### src/rtl/key_enc_pkg.sv
// rtl/key_enc_pkg.sv - shared types, constants and helpers for the key encoder
// Purpose: state encoding, width constants, 7-segment lookup, priority and
//          popcount helpers shared by key_sync and key_encoder_8to3.
// Ports:   none (package).
package key_enc_pkg;

  localparam int KEYS_N = 8;
  localparam int CODE_W = 3;

  typedef enum logic [1:0] {
    IDLE     = 2'd0,
    DEBOUNCE = 2'd1,
    PRESSED  = 2'd2,
    RELEASE  = 2'd3
  } state_t;

  // Active-low {dp,g,f,e,d,c,b,a} patterns for digits 0..7, dp off.
  localparam logic [7:0] SEG_LUT [KEYS_N] = '{
    8'hC0, 8'hF9, 8'hA4, 8'hB0, 8'h99, 8'h92, 8'h82, 8'hF8
  };

  // Index of the most significant set bit; 0 when nothing is set.
  function automatic logic [CODE_W-1:0] prio(input logic [KEYS_N-1:0] v);
    logic [CODE_W-1:0] idx;
    idx = '0;
    for (int i = 0; i < KEYS_N; i++) begin
      if (v[i]) idx = CODE_W'(i);
    end
    return idx;
  endfunction

  function automatic logic [3:0] popcount(input logic [KEYS_N-1:0] v);
    logic [3:0] n;
    n = '0;
    for (int i = 0; i < KEYS_N; i++) begin
      n = n + 4'(v[i]);
    end
    return n;
  endfunction

endpackage

### src/rtl/key_sync.sv
// rtl/key_sync.sv - parameterized two-flop synchronizer, resets to all ones
// Purpose: bring asynchronous active-low key lines into the clk domain.
// Ports:   clk, rst (async, active-high), d [W-1:0] raw input,
//          q [W-1:0] synchronized output (all ones out of reset = released).
module key_sync #(
  parameter int W = 8
) (
  input  logic         clk,
  input  logic         rst,
  input  logic [W-1:0] d,
  output logic [W-1:0] q
);

  logic [W-1:0] meta_d, meta_q;
  logic [W-1:0] sync_d, sync_q;

  always_comb begin
    meta_d = d;
    sync_d = meta_q;
  end

  always_ff @(posedge clk or posedge rst) begin
    if (rst) begin
      meta_q <= '1;
      sync_q <= '1;
    end else begin
      meta_q <= meta_d;
      sync_q <= sync_d;
    end
  end

  assign q = sync_q;

endmodule

### src/rtl/key_encoder_8to3.sv
// rtl/key_encoder_8to3.sv - debounced 8-to-3 active-low priority key encoder
// Purpose: synchronize and debounce 8 active-low key lines, register the
//          highest pressed index with valid/multi flags and press/release
//          strobes.
// Ports:   clk, rst (async, active-high), key_n [7:0] raw active-low keys,
//          en (sync enable), code [2:0], valid, press_pulse, release_pulse,
//          multi, seg_n [7:0] (only when KEY_ENCODER_SEG_EN is defined).
// Config:  KEY_ENCODER_SEG_EN adds the registered 7-segment output seg_n.
module key_encoder_8to3
  import key_enc_pkg::*;
#(
  parameter int DB_CYCLES = 1000,
  parameter int CNT_W     = 16
) (
  input  logic              clk,
  input  logic              rst,
  input  logic [KEYS_N-1:0] key_n,
  input  logic              en,
  output logic [CODE_W-1:0] code,
  output logic              valid,
  output logic              press_pulse,
  output logic              release_pulse,
  output logic              multi
`ifdef KEY_ENCODER_SEG_EN
  ,
  output logic [7:0]        seg_n
`endif
);

  localparam logic [CNT_W-1:0] CNT_LAST = CNT_W'(DB_CYCLES - 1);

  logic [KEYS_N-1:0] key_sync_n;
  logic [KEYS_N-1:0] act;

  key_sync #(.W(KEYS_N)) u_sync (
    .clk (clk),
    .rst (rst),
    .d   (key_n),
    .q   (key_sync_n)
  );

  assign act = ~key_sync_n;

  state_t            state_d, state_q;
  logic [CNT_W-1:0]  cnt_d, cnt_q;
  logic [KEYS_N-1:0] snap_d, snap_q;
  logic [CODE_W-1:0] code_d, code_q;
  logic              valid_d, valid_q;
  logic              multi_d, multi_q;
  logic              press_d, press_q;
  logic              release_d, release_q;
  logic              accept_press, accept_release;
`ifdef KEY_ENCODER_SEG_EN
  logic [7:0]        seg_d, seg_q;
`endif

  always_ff @(posedge clk or posedge rst) begin
    if (rst) begin
      state_q   <= IDLE;
      cnt_q     <= '0;
      snap_q    <= '0;
      code_q    <= '0;
      valid_q   <= 1'b0;
      multi_q   <= 1'b0;
      press_q   <= 1'b0;
      release_q <= 1'b0;
`ifdef KEY_ENCODER_SEG_EN
      seg_q     <= 8'hFF;
`endif
    end else begin
      state_q   <= state_d;
      cnt_q     <= cnt_d;
      snap_q    <= snap_d;
      code_q    <= code_d;
      valid_q   <= valid_d;
      multi_q   <= multi_d;
      press_q   <= press_d;
      release_q <= release_d;
`ifdef KEY_ENCODER_SEG_EN
      seg_q     <= seg_d;
`endif
    end
  end

  // Next state. A dropped enable forces IDLE from anywhere.
  always_comb begin
    state_d        = state_q;
    cnt_d          = cnt_q;
    snap_d         = snap_q;
    accept_press   = 1'b0;
    accept_release = 1'b0;
    if (!en) begin
      state_d = IDLE;
    end else begin
      case (state_q)
        IDLE: begin
          if (act != '0) begin
            state_d = DEBOUNCE;
            snap_d  = act;
            cnt_d   = '0;
          end
        end
        DEBOUNCE: begin
          if (act == '0) begin
            state_d = IDLE;
          end else if (act != snap_q) begin
            // Key set changed mid-count: debounce the new set from scratch.
            snap_d = act;
            cnt_d  = '0;
          end else if (cnt_q == CNT_LAST) begin
            state_d      = PRESSED;
            accept_press = 1'b1;
          end else begin
            cnt_d = cnt_q + CNT_W'(1);
          end
        end
        PRESSED: begin
          if (act == '0) begin
            state_d = RELEASE;
            cnt_d   = '0;
          end
        end
        RELEASE: begin
          if (act != '0) begin
            state_d = PRESSED;
            cnt_d   = '0;
          end else if (cnt_q == CNT_LAST) begin
            state_d        = IDLE;
            accept_release = 1'b1;
          end else begin
            cnt_d = cnt_q + CNT_W'(1);
          end
        end
        default: state_d = IDLE;
      endcase
    end
  end

  // Registered outputs; code/multi are frozen between accepted presses.
  always_comb begin
    code_d    = code_q;
    valid_d   = valid_q;
    multi_d   = multi_q;
    press_d   = 1'b0;
    release_d = 1'b0;
    if (!en) begin
      code_d  = '0;
      valid_d = 1'b0;
      multi_d = 1'b0;
    end else if (accept_press) begin
      code_d  = prio(snap_q);
      multi_d = (popcount(snap_q) > 4'd1);
      valid_d = 1'b1;
      press_d = 1'b1;
    end else if (accept_release) begin
      valid_d   = 1'b0;
      release_d = 1'b1;
    end
`ifdef KEY_ENCODER_SEG_EN
    seg_d = valid_d ? SEG_LUT[code_d] : 8'hFF;
`endif
  end

  assign code          = code_q;
  assign valid         = valid_q;
  assign multi         = multi_q;
  assign press_pulse   = press_q;
  assign release_pulse = release_q;
`ifdef KEY_ENCODER_SEG_EN
  assign seg_n         = seg_q;
`endif

endmodule

### config.mk
export PLATFORM = sky130hd
export DESIGN_NAME = key_encoder_8to3
export DESIGN_NICKNAME = d
export VERILOG_FILES = /design/src/rtl/key_enc_pkg.sv /design/src/rtl/key_sync.sv /design/src/rtl/key_encoder_8to3.sv
export SDC_FILE = /design/constraint.sdc
export NUM_CORES = 1
export LEC_CHECK = 0
export ABC_AREA = 1
export BUFFER_PORTS_ARGS = -buffer_cell sky130_fd_sc_hd__buf_2
export CELL_PAD_IN_SITES_DETAIL_PLACEMENT = 0
export CELL_PAD_IN_SITES_GLOBAL_PLACEMENT = 2
export CORE_UTILIZATION = 39
export CTS_CLUSTER_DIAMETER = 40
export DETAILED_ROUTE_END_ITERATION = 10
export GPL_ROUTABILITY_DRIVEN = 0
export HOLD_SLACK_MARGIN = 0.15
export PLACE_DENSITY = 0.93
export SETUP_SLACK_MARGIN = 0.02
export SYNTH_ARGS = -nofsm -noshare
export SYNTH_HDL_FRONTEND = slang
export SYNTH_SLANG_ARGS = --single-unit
### constraint.sdc
create_clock -name clk -period 5.95 [get_ports clk]
set_input_delay 0.2975 -clock clk [delete_from_list [all_inputs] [get_ports clk]]
set_output_delay 0.2975 -clock clk [all_outputs]
set_load 0.01 [all_outputs]
==> qor.yml, run 1 <==
clkTransAtPathRegs_ps: 100
worst_pin_slew_ps: 1044
areaGrowthSynthToFinish_pct: 11.54
drt-total-wl_um: 6102
start_kind: "flop"
synth-main-ff-cell: "dfrtp_1"
synth_nets: 385
final.period_utilization: 0.5086
synth_top_cell_by_area: "dfrtp_1"
grt_pass1_wl_um: 10200
synth_edf_count: 0
setup_tns_ps: 0
fin_nets: 410
clkLatencyLatePin_ps: 310
cts_tree: "done"
rsz0062_at_grt: "no"
portBuffers: 17
power.internal_mw: 0.5983
finalHoldViolCount: 0
crit_family: "adder cells"
setup_viol: 0
drt_iter0_drc: 109
synth_top_area_frac: 0.2919
cts_resized: 0
fp-row-count: 30
die_h_um: 87.17
synthCells: 366
combPwrFrac: 0.353
path_max_fanout: 4
relSlewSlack: 0.3032
ys_ff_latch: 49
slew_violations: 0
antenna_left: 0
worstSetupPathType: "reg2reg"
num-fill-cells: 733
design_area_sq_um: 3156
slowest_delay_ps: 540
seq_area_sq_um: 1246
power.share.clock: 0.219
io-pin-count: 18
crit_chain: "fa_1 > inv_1 > fa_1 > fa_1 > inv_1 > ha_1 > inv_1 > fa_1 > xor2_1 > nand4_1 > nand3_1 > nand2_1"
dp_hpwl_um: 4363
min_period_ps: 3026
firstDrtPassIters: 4
ys_types: 30
vias: 2311
antenna_found_initial: 0
grt_use_total: 0.1760
cap_viol_max_count: 0
leakage_nw: 1.629
cts_buffers: 5
yosysWarnings: 0
power.switching_mw: 0.3768
cts-root-buf: "clkbuf_8"
yosys-top-cells-area: "dfrtp_1, nand2_1, dfstp_2"
start_util: 0.4096
hp-class: "in2async"
avgSynthCellArea_sq_um: 7.729
clock_path_buffers: 2
dieWidth_um: 87.17
vias_per_cell: 4.736
switching_share: 0.3864
tritoncts_num_sinks: 49
grt_max_degree: 50
syn_area_sq_um: 2829
cts_setup_buffers: 0
vdd_drop_max_uv: 107.8
multiInputGateArea_sq_um: 1343
fmaxAchievable_mhz: 330.5
drc: 0
n_antenna_cell: 0
die_area_sq_um: 7599
p_seq_frac: 0.428
synthArstFlopShare: 1.000
cp_slowest_cell: "fa_1"
required_ps: 6160
cp-end-kind: "flop"
h-tree-depth: 2
avgRoutedWirePerCell_um: 12.50
skew_ps: 6.071
pwr_density_cell_nw_per_um2: 309.0
place_area_sq_um: 2978
yosysSeqAreaShare: 0.4405
critPathArrivalTime_ps: 3240
cpMostUsedCell: "fa_1"
status: "completed"
critical_path_buf_inv_count: 3
drive_above_1_share: 0.1582
coreArea_sq_um: 6907
grt_pass1_vias: 2100
globalRouteOverflowTotal: 0
## registers in the layout, summed over array words and instances (netlist names), 2 cells and up
name and cells:
cnt_q 16, state_q 2, snap_q 8, u_sync.q 8
code 3, u_sync.meta_q 8
## final cells by class
cell class | count | share of cell area
multi-input combinational | 261 | 0.4255
timing repair buffer | 25 | 0.05234
clock inverter | 3 | 0.009120
tap | 96 | 0.03806
clock buffer | 5 | 0.02181
inverter | 49 | 0.05829
sequential | 49 | 0.3949
## routing by layer
layer	routed length, um	track usage
met1	3118	0.2603
met2	2714	0.2649
met3	214	0.03128
met4	55	0.04620
met5	0	0
## power groups by stage
stage	combinational (mW)	sequential [mW]	clock, mW
2_1_floorplan	0.280	0.411	0
4_1_cts	0.350	0.417	0.225
3_5_place_dp	0.347	0.423	0
3_3_place_gp	0.328	0.420	0
6_report	0.344	0.417	0.214
5_1_grt	0.403	0.425	0.237
## worst reg2reg max path, delay by kind of cell (launching register included)
| family | cells | cell delay, ps |
|---|---|---|
| XOR/XNOR | 1 | 140 |
| adder cells (fa/ha/maj) | 5 | 1960 |
| buffers and inverters | 3 | 180 |
| flip-flops | 1 | 440 |
| AND/OR/NAND/NOR | 3 | 210 |
## what timing repair did
action                     CTS  global route
hold endpoints to repair     8             0
setup endpoints to repair    0             0
hold buffers                 8             0
## final timing paths
kind | startpoint | end | slack [ps] | depth (start not counted)
max reg2reg | snap_q[0] | multi | 2920 | 12
min reg2reg | u_sync.meta_q[7] | u_sync.q[7] | 360 | 0
min in group clk | en | code[2] | 310 | 3
max in group asynchronous | rst | cnt_q[6] | 5070 | 2
min | rst | cnt_q[7] | 240 | 2
max | snap_q[0] | multi | 2920 | 12
## metrics by stage
| stage | util | worst slack [ps] | hold WS, ps | total power, mW | instances |
|---|---|---|---|---|---|
| 3_3_place_gp | 0.4312 | 2984 | 345.6 | 0.7481 | 472 |
| 5_1_grt | 0.4569 | 2752 | 313.7 | 1.066 | 488 |
| 3_5_place_dp | 0.4312 | 2907 | 346.8 | 0.7695 | 472 |
| 4_1_cts | 0.4569 | 2914 | 269.3 | 0.9926 | 488 |
| 2_1_floorplan | - | 3034 | 302.0 | 0.6913 | 366 |
| 6_report | 0.4569 | 2924 | 237.4 | 0.9751 | 488 |
## cell families (layout without fill, tap and decap cells)
family / count (synthesis) / after routing / share of synthesized area
adders and majority gates: 8 / 8 / 0.04600
and+or+nand+nor: 232 / 232 / 0.3728
AOI/OAI and AO/OA: 9 / 9 / 0.01857
DFF: 49 / 49 / 0.4405
xor gates and xnor gates: 12 / 12 / 0.03715
buffers and inverters: 56 / 82 / 0.08491
## layout by cell type, fill, tap and decap left out, types with 5 or more instances in the layout
cell type	n
nand4_1	15
inv_2	7
nand3_1	32
nand2_1	127
xor2_1	10
dfrtp_1	33
dfstp_2	16
inv_1	42
buf_2	17
dlygate4sd3_1	8
nor2_1	35
clkbuf_8	5
nor3_1	5
## synthesized netlist by cell type, types with 2 or more instances
library cell,n
buf_6,3
dfstp_2,16
fa_1,4
buf_2,3
ha_1,4
inv_1,43
nand2_1,127
nand2_2,4
nor2_1,35
nand4_1,15
nor3_1,5
o21ai_0,3
inv_2,6
nor3_2,2
nor2_2,3
xnor2_1,2
nand3b_1,3
xor2_1,10
dfrtp_1,33
nand3_1,32
a21oi_1,3
o211ai_1,2
Power figures use the tool's default switching activity.
==> inputs of run 2 (changes only) <==
--- a/config.mk
+++ b/config.mk
@@ -9,12 +9,12 @@
 export BUFFER_PORTS_ARGS = -buffer_cell sky130_fd_sc_hd__buf_2
 export CELL_PAD_IN_SITES_DETAIL_PLACEMENT = 0
 export CELL_PAD_IN_SITES_GLOBAL_PLACEMENT = 2
-export CORE_UTILIZATION = 39
+export CORE_UTILIZATION = 32
 export CTS_CLUSTER_DIAMETER = 40
 export DETAILED_ROUTE_END_ITERATION = 10
 export GPL_ROUTABILITY_DRIVEN = 0
 export HOLD_SLACK_MARGIN = 0.15
-export PLACE_DENSITY = 0.93
+export PLACE_DENSITY = 0.83
 export SETUP_SLACK_MARGIN = 0.02
 export SYNTH_ARGS = -nofsm -noshare
 export SYNTH_HDL_FRONTEND = slang
==> constraint.sdc (replaced) <==
create_clock -name clk -period 2.5 [get_ports clk]
set_input_delay 0.125 -clock clk [delete_from_list [all_inputs] [get_ports clk]]
set_output_delay 0.125 -clock clk [all_outputs]
set_load 0.01 [all_outputs]
==> qor.yml, run 2 (synthesis gave the netlist of run 1 again) <==
leakage_nw: 1.683  # was 1.629 nW
grt_max_degree: 39  # was 50
largest_register_ffs: 16  # unchanged
critPathArrivalTime_ps: 3230  # was 3240 ps
reg2reg_slack_ps: -510  # was 2920 ps
rr_worst_depth: 12  # unchanged
worstSetupPathType: "reg2reg"  # unchanged
clkTransAtPathRegs_ps: 110  # was 100 ps
hold_ws_ps: 361.4  # was 237.4 ps
die_h_um: 96.03  # was 87.17 um
io-pin-count: 18  # unchanged
antenna_left: 0  # unchanged
combPwrFrac: 0.389  # was 0.353
clock_path_buffers: 2  # unchanged
avgRoutedWirePerCell_um: 12.32  # was 12.50 um
drc: 0  # unchanged
status: "finished with violations"  # was completed
globalRouteOverflowTotal: 0  # unchanged
slew_violations: 0  # unchanged
final.period_utilization: 1.204  # was 0.5086
r2r_end: "multi"  # unchanged
tritoncts_num_sinks: 49  # unchanged
cp-end-kind: "flop"  # unchanged
die_area_sq_um: 9221  # was 7599 sq um
r2r-start: "snap_q[0]"  # unchanged
firstDrtPassIters: 4  # unchanged
clkLatencyLatePin_ps: 310  # about the same
required_ps: 2720  # was 6160 ps
dieWidth_um: 96.03  # was 87.17 um
cap_viol_max_count: 0  # unchanged
drive_above_1_share: 0.1881  # was 0.1582
rsz0062_at_grt: "yes"  # was no
power.internal_mw: 1.502  # was 0.5983 mW
hp-class: "reg2reg"  # was in2async
final_common_cell: "nand2_1"  # unchanged
h-tree-depth: 2  # unchanged
finalHoldViolCount: 0  # unchanged
coreArea_sq_um: 8382  # was 6907 sq um
cts_buffers: 5  # unchanged
p_seq_frac: 0.398  # was 0.428
fmaxAchievable_mhz: 332.2  # was 330.5 MHz
switching_share: 0.3860  # was 0.3864
relSlewSlack: 0.4621  # was 0.3032
drt_iter0_drc: 116  # was 109
path_max_fanout: 2  # was 4
power.switching_mw: 0.9443  # was 0.3768 mW
power_mw: 2.447  # was 0.9751 mW
setup_tns_ps: -510.1  # was 0 ps
final_util: 0.3898  # was 0.4569
cts-root-buf: "clkbuf_8"  # unchanged
worst_pin_slew_ps: 805.7  # was 1044 ps
final_cell_mix: "nand2_1, inv_1, nor2_1"  # unchanged
drt-total-wl_um: 6273  # was 6102 um
grt_pass1_wl_um: 10670  # was 10200 um
grt_pass1_vias: 2193  # was 2100
min_path_cells: 0
power.share.clock: 0.213  # was 0.219
cts_tree: "done"  # unchanged
layout.cells.non_filler: 509  # was 488
dp_hpwl_um: 4586  # was 4363 um
skew_ps: 14.33  # was 6.071 ps
min_to: "u_sync.q[6]"
hold_start: "u_sync.meta_q[6]"
start_util: 0.3375  # was 0.4096
antenna_found_initial: 0  # unchanged
n_antenna_cell: 0  # unchanged
fin_nets: 422  # was 410
setup_viol: 1  # was 0
grt_use_total: 0.1529  # was 0.1760
dp.cells: 489  # was 472
areaGrowthSynthToFinish_pct: 15.48  # was 11.54%
vdd_drop_max_uv: 291.9  # was 107.8 uV
top_register: "cnt_q"  # unchanged
min_period_ps: 3010  # was 3026 ps
violations: "setup timing"
fp-row-count: 33  # was 30
portBuffers: 17  # unchanged
pwr_density_cell_nw_per_um2: 748.9  # was 309.0 nW/um^2
vias_per_cell: 4.552  # was 4.736
vias: 2317  # was 2311
setup_ws_ps: -510.1  # was 2924 ps
start_kind: "flop"  # unchanged
run 2: cell count changes in the layout (fill, tap and decap cells not counted):
cell / delta
buf_4: +10
dlygate4sd3_1: +2
fa_1: -1
fa_2: +1
ha_1: -1
ha_2: +1
inv_1: -2
inv_2: +2
run 2: what timing repair did:
| item | CTS | global route |
|---|---|---|
| endpoints found under the hold margin | 46 | 0 |
| pin swaps | 2 | 1 |
| buffers inserted | 0 | 2 |
| gates resized for setup | 3 | 1 |
| hold buffers | 10 | 0 |
| gates cloned | 0 | 0 |
| setup endpoints to repair | 1 | 1 |
run 2: per-layer routing:
layer  global-route usage  share of wire  up-vias
li1                     -              -     1213
met1               0.2244           0.54     1068
met2               0.2323           0.43       34
met3              0.02370          0.023        2
met4              0.04104         0.0078        0
met5                    0              0        -
run 2: worst max-delay path by stage:
| stage | from | to | slack [ps] | cells after the start |
|---|---|---|---|---|
| after floorplan | snap_q[0] | multi | -420 | 12 |
| after global placement | snap_q[0] | multi | -450 | 12 |
| after detailed placement | snap_q[0] | multi | -530 | 12 |
| after CTS | snap_q[3] | multi | -510 | 11 |
| after global routing | snap_q[0] | multi | -680 | 12 |
| final | snap_q[0] | multi | -510 | 12 |
run 2: final cells by class:
| type | instances | area, sq um |
|---|---|---|
| clock buffer | 5 | 68.82 |
| fill | 896 | 5115 |
| inverter | 49 | 183.9 |
| timing repair buffer | 37 | 260.3 |
| multi-input combinational | 261 | 1348 |
| clock inverter | 3 | 28.78 |
| tap | 105 | 131.4 |
| sequential | 49 | 1246 |
run 2: stage by stage:
| step | setup slack (ps) | cell area [sq um] |
|---|---|---|
| floorplan | -416.2 | 2829 |
| global placement | -453.0 | 3049 |
| detailed placement | -533.9 | 3049 |
| CTS | -512.4 | 3252 |
| global route | -675.3 | 3267 |
| finish | -510.1 | 3267 |
run 2: critical path: stages, from the launching register on:
cell,delay [ps]
dfrtp_1,420
fa_1,560
inv_2,40
fa_1,490
fa_1,400
inv_1,70
ha_2,180
inv_2,40
fa_2,320
xor2_1,150
nand4_1,110
nand3_1,90
nand2_1,50
run 2: power by group through the flow:
| stage | sequential, mW | clock [mW] | combinational [mW] |
|---|---|---|---|
| 2_1_floorplan | 0.978 | 0 | 0.667 |
| 3_3_place_gp | 0.983 | 0 | 0.861 |
| 3_5_place_dp | 0.986 | 0 | 0.891 |
| 4_1_cts | 0.973 | 0.538 | 0.921 |
| 5_1_grt | 0.985 | 0.563 | 1.13 |
| 6_report | 0.974 | 0.520 | 0.953 |
